===== src/rtl/cache_pkg.sv =====
// Shared cache geometry defaults and types for the L2 set datapath.
package cache_pkg;

    localparam int LINE_SIZE  = 512;
    localparam int WAYS       = 8;
    localparam int BEAT_WIDTH = 64;

    typedef enum logic [1:0] {IDLE, COLLECT, WRITE} wlw_state_t;

    typedef logic [LINE_SIZE-1:0] line_t;

endpackage


===== src/rtl/way_decoder.sv =====
// Binary way index to one-hot strobe; flags indices beyond the way count.
module way_decoder
    import cache_pkg::*;
#(
    parameter int N = WAYS,
    parameter int W = (N > 1) ? $clog2(N) : 1
) (
    input  logic [W-1:0] i_sel,
    output logic [N-1:0] o_onehot,
    output logic         o_oor
);

    always_comb begin
        o_onehot = '0;
        o_oor    = 1'b1;
        for (int unsigned i = 0; i < N; i++) begin
            if (32'(i_sel) == i) begin
                o_onehot[i] = 1'b1;
                o_oor       = 1'b0;
            end
        end
    end

endmodule


===== src/rtl/way_line_writer.sv =====
// Assembles fill-bus beats into a cache line and strobes it into one way.
module way_line_writer
    import cache_pkg::*;
#(
    parameter int  lineSize  = LINE_SIZE,
    parameter int  ways      = WAYS,
    parameter int  beatWidth = BEAT_WIDTH,
    localparam int BEATS     = lineSize / beatWidth,
    localparam int WAY_W     = (ways > 1) ? $clog2(ways) : 1
) (
    input  logic                 clk,
    input  logic                 rst_n,
    input  logic                 fill_valid,
    output logic                 fill_ready,
    input  logic [beatWidth-1:0] fill_data,
    input  logic [WAY_W-1:0]     fill_way,
    input  logic                 fill_abort,
    output logic [ways-1:0]      way_we,
    output logic [lineSize-1:0]  line_out,
    output logic                 fill_err
);

    localparam int CNT_W = $clog2(BEATS + 1);

    if (lineSize % beatWidth != 0) begin : g_bad_geometry
        $error("way_line_writer: lineSize must be a multiple of beatWidth");
    end

    wlw_state_t           r_state;
    wlw_state_t           w_state_nxt;
    logic [CNT_W-1:0]     r_beat_cnt;
    logic [CNT_W-1:0]     w_cnt_nxt;
    logic [CNT_W-1:0]     w_slot;
    logic [WAY_W-1:0]     r_way_q;
    logic [WAY_W-1:0]     w_way_nxt;
    logic [lineSize-1:0]  r_line_q;
    logic [ways-1:0]      r_way_we;
    logic                 r_fill_err;
    logic [ways-1:0]      w_onehot;
    logic                 w_oor;
    logic                 w_xfer;

    assign fill_ready = (r_state != WRITE) && !fill_abort;
    assign w_xfer     = fill_valid && fill_ready;
    assign w_slot     = (r_state == IDLE) ? '0 : r_beat_cnt;
    assign w_way_nxt  = (r_state == IDLE && w_xfer) ? fill_way : r_way_q;

    always_comb begin
        w_state_nxt = r_state;
        w_cnt_nxt   = r_beat_cnt;
        case (r_state)
            IDLE: begin
                if (fill_abort) begin
                    w_cnt_nxt = '0;
                end else if (w_xfer) begin
                    w_state_nxt = (BEATS == 1) ? WRITE : COLLECT;
                    w_cnt_nxt   = CNT_W'(1);
                end
            end
            COLLECT: begin
                if (fill_abort) begin
                    w_state_nxt = IDLE;
                    w_cnt_nxt   = '0;
                end else if (w_xfer) begin
                    w_cnt_nxt = r_beat_cnt + CNT_W'(1);
                    if (r_beat_cnt == CNT_W'(BEATS - 1)) begin
                        w_state_nxt = WRITE;
                    end
                end
            end
            default: begin
                w_state_nxt = IDLE;
                w_cnt_nxt   = '0;
            end
        endcase
    end

    // Decode the way that will be held during WRITE so the strobe registers with the state.
    way_decoder #(
        .N(ways),
        .W(WAY_W)
    ) u_way_decoder (
        .i_sel   (w_way_nxt),
        .o_onehot(w_onehot),
        .o_oor   (w_oor)
    );

    always_ff @(posedge clk or negedge rst_n) begin
        if (!rst_n) begin
            r_state    <= IDLE;
            r_beat_cnt <= '0;
            r_way_q    <= '0;
            r_line_q   <= '0;
            r_way_we   <= '0;
            r_fill_err <= 1'b0;
        end else begin
            r_state    <= w_state_nxt;
            r_beat_cnt <= w_cnt_nxt;
            r_way_q    <= w_way_nxt;
            r_way_we   <= (w_state_nxt == WRITE) ? w_onehot : '0;
            r_fill_err <= (w_state_nxt == WRITE) && w_oor;
            for (int unsigned s = 0; s < BEATS; s++) begin
                if (w_xfer && w_slot == CNT_W'(s)) begin
                    r_line_q[s*beatWidth +: beatWidth] <= fill_data;
                end
            end
        end
    end

    assign way_we   = r_way_we;
    assign fill_err = r_fill_err;
    assign line_out = r_line_q;

endmodule


===== config.mk =====
export PLATFORM = sky130hd
export DESIGN_NAME = way_line_writer
export DESIGN_NICKNAME = d
export VERILOG_FILES = /design/src/rtl/cache_pkg.sv /design/src/rtl/way_decoder.sv /design/src/rtl/way_line_writer.sv
export SDC_FILE = /design/constraint.sdc
export NUM_CORES = 1
export LEC_CHECK = 0
export ABC_AREA = 1
export CAP_MARGIN = 20
export CELL_PAD_IN_SITES_DETAIL_PLACEMENT = 0
export CELL_PAD_IN_SITES_GLOBAL_PLACEMENT = 1
export CORE_MARGIN = 2
export CORE_UTILIZATION = 34
export CTS_BUF_LIST = sky130_fd_sc_hd__clkbuf_8
export CTS_CLUSTER_DIAMETER = 80
export DETAILED_ROUTE_END_ITERATION = 16
export DONT_BUFFER_PORTS = 1
export PLACE_DENSITY = 0.71
export SETUP_SLACK_MARGIN = 0.4
export SLEW_MARGIN = 0
export SYNTH_ARGS = -nofsm -noshare
export SYNTH_HDL_FRONTEND = slang
export SYNTH_HIERARCHICAL = 1
export SYNTH_SLANG_ARGS = --single-unit

===== constraint.sdc =====
create_clock -name clk -period 1.6 [get_ports clk]
set_input_delay 0.24 -clock clk [delete_from_list [all_inputs] [get_ports clk]]
set_output_delay 0.24 -clock clk [all_outputs]
set_load 0.02 [all_outputs]

==> run_results.csv <==
group,metric,value,unit
logic_synthesis,synth_area,21360,um2
die,die_y,254.6,um
worst_setup_path,critPathKind,"flop to flop",
logic_synthesis,yosys_warnings,6,
placement,pre_cts_slack,-83.74,ps
logic_synthesis,synthesis.nets,2464,
worst_setup_path,r2r_cells,11,
logic_synthesis,synth-main-ff-cell,"dfrtp_1",
worst_setup_path,worstSetupStartpointType,"flop",
sta,slew_violations,324,
die,ios,593,
worst_hold_path,hold_class,"input port to async pin",
cells_and_area,area_growth_syn_to_layout,26.55,%
cts,clockBufferDepth,3,
worst_setup_path,slowest_delay,380,ps
route,post-route-drc-count,0,
placement,placed_cells_incl_taps,3112,
sta,timing.final.hold_violations,530,
power,leakage,14.45,nW
sta,skew,42.34,ps
global_routing,grt.overflow.total,0,
logic_synthesis,seq_area_frac_synth,0.6210,
cts,clock-sinks,530,
placement,placed_area,22650,um2
route,antenna_left,0,
worst_setup_path,required,2160,ps
sta,tightest_slew,2442,ps
cells_and_area,layout_common_cells,"978 x nand2_1, 528 x dfrtp_1, 515 x nand3_1, 118 x clkbuf_8, 69 x dlygate4sd3_1",
worst_setup_path,worstPathArrival,2270,ps
logic_synthesis,synthArstFlopShare,1.000,
logic_synthesis,synth-edff-count,0,
route,drtIter0Drc,1749,
placement,routabilityCongestion,0.8501,
die,die_width,254.6,um
sta,min_period,1707,ps
flow_run,drv_cap,0,
power,intPower,22.61,mW
global_routing,grt_pass1_vias,16574,
route,num_vias,17767,
logic_synthesis,ys_seq_elements,530,
sta,fmax,585.8,MHz
cells_and_area,fillers,6049,
cells_and_area,nets,2570,
logic_synthesis,synthesis.instances,2392,
logic_synthesis,avgSynthCellArea,8.928,um2
global_routing,antenna_found_initial,6,
cts,numCtsBuffers,90,
worst_setup_path,critPathCaptureType,"flop",
logic_synthesis,ys_types,25,
sta,layout_setup_ws,-107.1,ps
global_routing,track_usage,0.2240,
worst_setup_path,rr_endpoint,"line_out[53]",
power,pwr-share-seq,0.514,
die,dieArea,64830,um2
worst_setup_path,r2r_start,"r_state[0]",
route,drt_wl_total,84.19,mm
cts,cts_tree,"built",
status,status,"finished with violations",
worst_setup_path,critPathBufInv,5,
die,core-area,61940,um2
worst_setup_path,r2r_slack,-110,ps
cts,cts_root_buf,"clkbuf_8",
global_routing,grt_pass1_wl,109.7,mm
global_routing,grt_max_degree,531,
sta,setup_viol,451,
power,swShare,0.2899,
power,clkPwrFrac,0.417,
die,rows,91,
cts,htree_levels,3,
route,routed_via_density,5.216,
route,drt_first_pass_iters,5,
sta,timing.final.crit_share,1.067,
die,floorplan.initialDensity,0.3448,
cells_and_area,stdcell_count,3406,
route,routedWlPerCell,24.72,um
cts,path_clk_slew,60,ps
placement,dp_hpwl,48.56,mm
placement,port_buffers,0,
cells_and_area,drive_above_1_share,0.1629,
worst_setup_path,cp_max_fo,8,
worst_setup_path,crit_chain,"inv_2, nand2_2, nand2_4, buf_6, nor2_4, buf_12, nand3_4, buf_12, clkbuf_16, nand2_1, nand2_1",
sta,slew_headroom,-0.6279,
sta,rsz0062_at_grt,"yes",
power,p_sw,9.231,mW
power,p_per_area,1178,nW/um2
power,irDropWorstVdd,0.6030,mV
cells_and_area,fin_area,27020,um2
worst_setup_path,crit_family,"buffers and inverters",
cts,hold_buffers,69,
worst_setup_path,crit_slowest_cell,"dfrtp_1",
cts,clk_latency,700,ps
cells_and_area,final_common_cell,"nand2_1",
status,violations,"hold timing, slew limit, setup timing",
power,p_comb_frac,0.069,
sta,hold_ws,-730.6,ps
sta,tns,-18670,ps
-- how the worst max path moves through the flow --
stage	endpoint	depth (start not counted)	from	slack, ps
global placement	line_out[462]	9	r_state[0]	-50
CTS	fill_ready	5	r_state[0]	-130
floorplan	line_out[10]	7	r_state[0]	170
finish	line_out[53]	11	r_state[0]	-110
detailed placement	way_we[0]	6	r_beat_cnt[1]	-80
global route	way_we[5]	14	r_state[0]	-170
-- through the flow --
step / total power [mW] / util
2_1_floorplan: 17.47 / -
3_3_place_gp: 18.04 / 0.3657
3_5_place_dp: 18.11 / 0.3657
4_1_cts: 31.85 / 0.4128
5_1_grt: 33.00 / 0.4362
6_report: 31.84 / 0.4363
-- cells in the mapped netlist, types with 2 or more instances --
| master | n | area, um2 |
|---|---|---|
| buf_6 | 24 | 270.3 |
| buf_1 | 5 | 18.77 |
| inv_2 | 2 | 7.510 |
| buf_4 | 2 | 15.01 |
| nand3_2 | 4 | 40.04 |
| nand3_1 | 520 | 2603 |
| buf_2 | 143 | 715.7 |
| o21ai_1 | 2 | 10.01 |
| o21ai_0 | 2 | 10.01 |
| nor2_2 | 2 | 12.51 |
| nand2_1 | 1052 | 3949 |
| a21oi_1 | 2 | 10.01 |
| clkbuf_1 | 33 | 123.9 |
| inv_1 | 17 | 63.81 |
| clkbuf_2 | 18 | 90.09 |
| dfrtp_1 | 530 | 13260 |
| nor2_1 | 26 | 97.59 |
-- layer usage --
layer  track usage  routed length [um]  vias up
met5             0                  34        -
met4       0.08505                2754        6
met3       0.08022                8624      169
met2        0.3570               39450      918
met1        0.2789               33330     8810
li1              -                   -     7864
-- what timing repair did --
action,in CTS,in global routing
pin swaps,16,11
setup buffers,6,18
hold endpoints to repair,1059,530
gates cloned,1,37
endpoints found under the setup margin,1047,1049
resized for setup,38,126
-- power groups by stage --
stage / clock (mW) / combinational, mW / sequential [mW]
finish: 13.3 / 2.20 / 16.4
global route: 14.1 / 2.44 / 16.5
CTS: 13.5 / 1.99 / 16.4
detailed placement: 0 / 1.53 / 16.6
global placement: 0 / 1.45 / 16.6
floorplan: 0 / 1.26 / 16.2
-- cell type report --
type | instances | area, um2 | share of cell area
Sequential cell | 530 | 13270 | 0.4909
Multi-Input combinational cell | 1618 | 7252 | 0.2683
Timing Repair Buffer | 238 | 3392 | 0.1255
Clock buffer | 118 | 1624 | 0.06010
Tap cell | 837 | 1047 | 0.03875
Clock inverter | 42 | 356.6 | 0.01320
Inverter | 20 | 80.08 | 0.002963
Antenna cell | 3 | 7.507 | 0.0002778
-- logic make-up after synthesis --
| group | count (synthesis) | share of synthesized area |
|---|---|---|
| AND/OR/NAND/NOR | 1608 | 0.3152 |
| flip-flops | 530 | 0.6210 |
| buffers and inverters | 245 | 0.06128 |
| AO/OA/AOI/OAI | 7 | 0.001699 |
| adder cells (fa/ha/maj) | 1 | 0.0005858 |
| other | 1 | 0.0001756 |
-- state kept, by name, summed over array words and instances (netlist names) --
name	cells
line_out	512
way_we	8
r_beat_cnt	4
r_way_q	3
r_state	2
fill_err	1
-- worst reg2reg max path: stages (launching register included) --
cell,delay (ps)
dfrtp_1,380
inv_2,60
nand2_2,90
nand2_4,70
buf_6,120
nor2_4,140
buf_12,150
nand3_4,70
buf_12,170
clkbuf_16,220
nand2_1,90
nand2_1,50
Note: power is estimated with default switching activity, not from simulation.
